### config.mk
export PLATFORM = sky130hd
export DESIGN_NAME = conv_window_scheduler
export DESIGN_NICKNAME = d
export VERILOG_FILES = /design/src/rtl/conv_window_scheduler.sv
export SDC_FILE = /design/constraint.sdc
export NUM_CORES = 1
export LEC_CHECK = 0
export CAP_MARGIN = 0
export CORE_ASPECT_RATIO = 2
export CORE_MARGIN = 3
export CORE_UTILIZATION = 55
export DETAILED_ROUTE_END_ITERATION = 16
export PLACE_DENSITY = 0.84
export SLEW_MARGIN = 20
export SYNTH_ARGS = -nofsm -noshare
export SYNTH_HDL_FRONTEND = slang
export SYNTH_SLANG_ARGS = --single-unit
### constraint.sdc
create_clock -name clk -period 4.87 [get_ports clk]
set_input_delay 0.974 -clock clk [delete_from_list [all_inputs] [get_ports clk]]
set_output_delay 0.974 -clock clk [all_outputs]
set_load 0.05 [all_outputs]
### src/rtl/conv_window_scheduler.sv
// conv_window_scheduler: walks the output pixels of one conv layer in row-major order and
// issues window fetches to the line store. o_valid rises MEM_LATENCY cycles after fetch_req.
// o_valid, win_row, win_col and last_pixel are held until pe_ack. Optional SCHED_STALL_CNT_EN
// adds a saturating count of unacknowledged valid cycles.
module conv_window_scheduler #(
  parameter int IN_WIDTH    = 513,
  parameter int IN_HEIGHT   = 257,
  parameter int KERNEL_0    = 3,
  parameter int KERNEL_1    = 3,
  parameter int DILATION_0  = 2,
  parameter int DILATION_1  = 2,
  parameter int PADDING_0   = 2,
  parameter int PADDING_1   = 2,
  parameter int STRIDE_0    = 1,
  parameter int STRIDE_1    = 1,
  parameter int MEM_LATENCY = 2
) (
  input  logic                                       clk,
  input  logic                                       rst,
  input  logic                                       start,
  output logic                                       fetch_req,
  output logic signed [$clog2(IN_HEIGHT+PADDING_0):0] win_row,
  output logic signed [$clog2(IN_WIDTH+PADDING_1):0]  win_col,
  output logic                                       o_valid,
  input  logic                                       pe_ack,
  output logic                                       last_pixel,
  output logic                                       busy,
  output logic                                       done,
  output logic [31:0]                                stall_cnt
);

  localparam int OUT_H = (IN_HEIGHT + 2*PADDING_0 - DILATION_0*(KERNEL_0-1) - 1) / STRIDE_0 + 1;
  localparam int OUT_W = (IN_WIDTH + 2*PADDING_1 - DILATION_1*(KERNEL_1-1) - 1) / STRIDE_1 + 1;
  localparam int RW = $clog2(IN_HEIGHT+PADDING_0) + 1;
  localparam int CW = $clog2(IN_WIDTH+PADDING_1) + 1;
  localparam int RB = (OUT_H > 1) ? $clog2(OUT_H) : 1;
  localparam int CB = (OUT_W > 1) ? $clog2(OUT_W) : 1;
  // Latency counter only needs to reach MEM_LATENCY-1.
  localparam int LW = (MEM_LATENCY > 1) ? $clog2(MEM_LATENCY) : 1;

  localparam logic [RB-1:0] ROW_LAST = RB'(OUT_H - 1);
  localparam logic [CB-1:0] COL_LAST = CB'(OUT_W - 1);
  localparam logic [LW-1:0] LAT_LAST = LW'(MEM_LATENCY - 1);
  localparam logic signed [RW-1:0] ROW_ORIGIN0 = RW'(-PADDING_0);
  localparam logic signed [CW-1:0] COL_ORIGIN0 = CW'(-PADDING_1);

  typedef enum logic [2:0] {
    S_IDLE,
    S_FETCH,
    S_WAIT,
    S_VALID,
    S_DONE
  } state_t;

  state_t        state;
  logic [RB-1:0] row_cnt;
  logic [RB-1:0] row_nxt;
  logic [CB-1:0] col_cnt;
  logic [CB-1:0] col_nxt;
  logic [LW-1:0] lat_cnt;
  logic          at_last;

  // Top-left input coordinate of the window for a given output row/col.
  function automatic logic signed [RW-1:0] row_origin(input logic [RB-1:0] r);
    return RW'(int'(r) * STRIDE_0 - PADDING_0);
  endfunction

  function automatic logic signed [CW-1:0] col_origin(input logic [CB-1:0] c);
    return CW'(int'(c) * STRIDE_1 - PADDING_1);
  endfunction

  // Next raster position: the column wraps to 0 and carries into the row.
  always_comb begin
    at_last = (row_cnt == ROW_LAST) && (col_cnt == COL_LAST);
    row_nxt = row_cnt;
    col_nxt = col_cnt + 1'b1;
    if (col_cnt == COL_LAST) begin
      col_nxt = '0;
      row_nxt = row_cnt + 1'b1;
    end
  end

  // Frame sequencer with registered outputs; window coordinates only move on an accepted window.
  always_ff @(posedge clk or posedge rst) begin
    if (rst) begin
      state      <= S_IDLE;
      row_cnt    <= '0;
      col_cnt    <= '0;
      lat_cnt    <= '0;
      fetch_req  <= 1'b0;
      o_valid    <= 1'b0;
      last_pixel <= 1'b0;
      busy       <= 1'b0;
      done       <= 1'b0;
      win_row    <= ROW_ORIGIN0;
      win_col    <= COL_ORIGIN0;
    end else begin
      fetch_req <= 1'b0;
      done      <= 1'b0;
      case (state)
        S_IDLE: begin
          if (start) begin
            state     <= S_FETCH;
            fetch_req <= 1'b1;
            busy      <= 1'b1;
          end
        end
        S_FETCH: begin
          lat_cnt <= LW'(1);
          if (MEM_LATENCY == 1) begin
            state      <= S_VALID;
            o_valid    <= 1'b1;
            last_pixel <= at_last;
          end else begin
            state <= S_WAIT;
          end
        end
        S_WAIT: begin
          if (lat_cnt == LAT_LAST) begin
            state      <= S_VALID;
            o_valid    <= 1'b1;
            last_pixel <= at_last;
          end else begin
            lat_cnt <= lat_cnt + 1'b1;
          end
        end
        S_VALID: begin
          if (pe_ack) begin
            o_valid    <= 1'b0;
            last_pixel <= 1'b0;
            if (last_pixel) begin
              state <= S_DONE;
              done  <= 1'b1;
            end else begin
              row_cnt   <= row_nxt;
              col_cnt   <= col_nxt;
              win_row   <= row_origin(row_nxt);
              win_col   <= col_origin(col_nxt);
              state     <= S_FETCH;
              fetch_req <= 1'b1;
            end
          end
        end
        S_DONE: begin
          state   <= S_IDLE;
          busy    <= 1'b0;
          row_cnt <= '0;
          col_cnt <= '0;
          win_row <= ROW_ORIGIN0;
          win_col <= COL_ORIGIN0;
        end
        default: state <= S_IDLE;
      endcase
    end
  end

`ifdef SCHED_STALL_CNT_EN
  // Count valid cycles left unacknowledged by the PE controller, saturating, restarting per frame.
  always_ff @(posedge clk or posedge rst) begin
    if (rst) begin
      stall_cnt <= '0;
    end else if (state == S_IDLE && start) begin
      stall_cnt <= '0;
    end else if (state == S_VALID && !pe_ack && stall_cnt != '1) begin
      stall_cnt <= stall_cnt + 32'd1;
    end
  end
`else
  assign stall_cnt = '0;
`endif

endmodule

==> results.md <==
- Cts hold-fix bufs: 0
- Syn. warnings: 0
- Cell chosen for the clock root: clkbuf_16
- Port Buf Inserts: 29
- Worst Max-Slew Pin Slew: 1.05 ns
- Global-route wire length before repair: 13,000 microns
- Tmin final: 3.14 ns
- Hold Path Class: reg2reg
- Die Y: 115 microns
- Die Footprint: 6950 sq um
- Routed length per instance: 18.2 microns
- I/O pins: 62
- Max cap viols: 0
- CP max FO: 36
- Cells after synthesis: 361
- Top cell type's share of synthesized area: 21.5%
- Synth Cell Area: 3260 sq um
- All-Layer GR Usage: 25.2%
- DRC: 0
- Final Util: 61.2%
- Fin Hold WS: 0.506 ns
- Total setup buffers inserted after CTS: 0
- Number of CTS-inserted buffers: 5
- Reg clk slew, reported paths: 0.07 ns
- Tcrit/Tclk final: 64.6%
- H-tree Lvls: 2
- Initial antenna violation count: 0
- Main synth FF type: dfrtp_1
- Pwr dens: 593 nW/um^2
- Core footprint: 5710 sq um
- Resize count post-CTS: 0
- Largest family of logic cells by synthesized area: simple AND/OR/NAND/NOR gates
- Leakage: 1.53 nW
- Unrepaired setup endpoints after global routing: false
- Most numerous cell in the Yosys netlist: o21ai_0
- Top post-synthesis cells by area: dfrtp_1, dfstp_2, buf_4
- Clock buffer depth: 2
- Critical Path AT: 3.35 ns
- Number of global-route vias before repair: 2,628
- Final setup vio count: 0
- Max Transition Viols Final: 0
- Clock Skew: 0.00756 ns
- Final ANT Viol Nets: 0
- GP Congestion: 0.946
- Non-Filler Instances: 433
- Area Overhead vs Synth: 7.17%
- CTS tree: built
- Avg Vias per Cell: 6.02
- Top cell type by total area after synthesis: dfrtp_1
- Vias: 2,606
- Post-synth ARST share: 100%
- Initial Utilization: 57.1%
- Post-synth EDFFs: 0
- Worst Setup End Kind: register
- DRT Wirelength: 7890 microns
- Synth cell types: 58
- Mux cell area share after synthesis: 2.76%
- Clock latency on the worst-skew pair: 0.30 ns
- Placed insts: 425
- Simple-gate share of the synthesized area: 20.9%
- Clk sinks: 47
- Adder-cell share of the synthesized area: 2.30%
- Crit Path Class: in2reg
- Synth cell count leaders: o21ai_0, buf_4, nand2_1
- Final nets: 381
- Final Hold Viols: 0
- CP startpoint kind: input pin
- Fmax: 318 MHz
- Outcome: completed
- Max IR drop VDD: 0.726 mV
- Layout cell share with drive strength beyond 1: 13.7%
- Sequential share of the synthesized area: 36.8%
- Std cell rows: 39
- Die Wd: 60.5 microns
- Initial DRC Count: 137
- Pwr Total: 2.07 mW
- Register bit total from synthesis: 47
- Setup TNS: 0 ns
- DR pass1 iterations: 5
- Crit path required time: 5.08 ns
- Slew HR: 30.1%
- Xor and xnor fraction of the mapped netlist area: 8.06%
- Pin count of the biggest net entering global routing: 48
- Synthesized area per cell: 9.04 sq um
- Compound-Gate Fraction of Synth Area: 14.7%
- N_diodes: 0
- Total gr overflow: 0
- DP HPWL: 5660 microns
[layout by cell type (no fill, tap or decap), types with 2 or more instances in the layout]
| cell type | Yosys | layout |
|---|---|---|
| a211o_1 | 2 | 2 |
| o21ai_1 | 5 | 5 |
| inv_1 | 6 | 5 |
| nand3_1 | 15 | 15 |
| ha_1 | 6 | 6 |
| conb_1 | 1 | 32 |
| mux2i_1 | 6 | 6 |
| o31ai_1 | 5 | 5 |
| nand3_2 | 3 | 3 |
| xor2_1 | 13 | 13 |
| nor3_1 | 9 | 9 |
| dfstp_2 | 19 | 19 |
| nor4_1 | 3 | 3 |
| o21ai_0 | 38 | 38 |
| nand2_1 | 29 | 29 |
| dfrtp_1 | 28 | 28 |
| and2_1 | 2 | 2 |
| buf_4 | 34 | 4 |
| clkbuf_16 | 0 | 5 |
| and3_1 | 7 | 7 |
| nor3b_1 | 3 | 3 |
| nor3_2 | 2 | 2 |
| nand4_1 | 6 | 6 |
| mux2_4 | 2 | 2 |
| clkdlybuf4s50_1 | 0 | 29 |
| a21oi_1 | 18 | 18 |
| nor2_1 | 26 | 26 |
| a31oi_1 | 2 | 2 |
| clkinv_1 | 0 | 2 |
| xnor2_1 | 17 | 17 |
[worst paths after layout]
kind	from	endpoint	slack, ns	cells after the start
max in group asynchronous	rst	col_cnt[7]$_DFFE_PP0P_	3.31	3
min	busy$_DFFE_PP0P_	busy$_DFFE_PP0P_	0.51	2
min in group asynchronous	rst	lat_cnt$_DFFE_PP0P_	1.16	3
max	pe_ack	col_cnt[2]$_DFFE_PP0P_	1.73	7
max reg2reg	win_col[0]$_DFFE_PP0P_	win_row[7]$_DFFE_PP1P_	1.77	12
min reg2reg	busy$_DFFE_PP0P_	busy$_DFFE_PP0P_	0.51	2
[metal layers]
layer	vias to the layer above	routed length, microns	track usage, %
li1	1203	-	-
met1	1267	2510	25.5
met2	107	4600	46.1
met3	29	423	4.61
met4	0	353	13.7
met5	-	0	0
[stage by stage]
stage / area, sq um / setup slack [ns]
4_1_cts: 3500 / 1.74
3_5_place_dp: 3330 / 1.44
5_1_grt: 3500 / 1.45
2_1_floorplan: 3380 / 2.32
6_report: 3500 / 1.73
3_3_place_gp: 3330 / 1.54
[where the power goes]
group          switching, mW  internal [mW]
logic                  0.699          0.346
clock network          0.150          0.242
registers             0.0905          0.545
total                  0.940           1.13
[flip-flops by register name, indices dropped and copies added (netlist names), 3 cells and up]
signal and count:
win_col 11, col_cnt 9, win_row 10, row_cnt 8
state 3
[kinds of logic (layout without fill, tap and decap cells)]
group                    count (synthesis)  count (layout)
AO/OA/AOI/OAI                           81              81
XOR/XNOR                                30              30
adder cells (fa/ha/maj)                  6               6
buffers and inverters                   67              47
flip-flops                              47              47
multiplexers                             8               8
other                                    1              32
AND/OR/NAND/NOR                        121             121
[layout make-up]
cell class                      instances  area [sq um]
Fill cell                             500          2210
Inverter                                6          22.5
Timing Repair Buffer                   33           320
Clock buffer                            5           125
Multi-Input combinational cell        278          1710
Sequential cell                        47          1200
Tap cell                               61          76.3
Clock inverter                          3          42.5
[critical path, stage by stage]
cell             delay, ns
clkdlybuf4s50_1       0.54
nand3_2               0.15
or3_1                 0.77
buf_4                 0.37
nor2_1                0.31
nand2_1               0.08
o21ai_0               0.15
No activity file was read; power rests on OpenSTA's default activity.
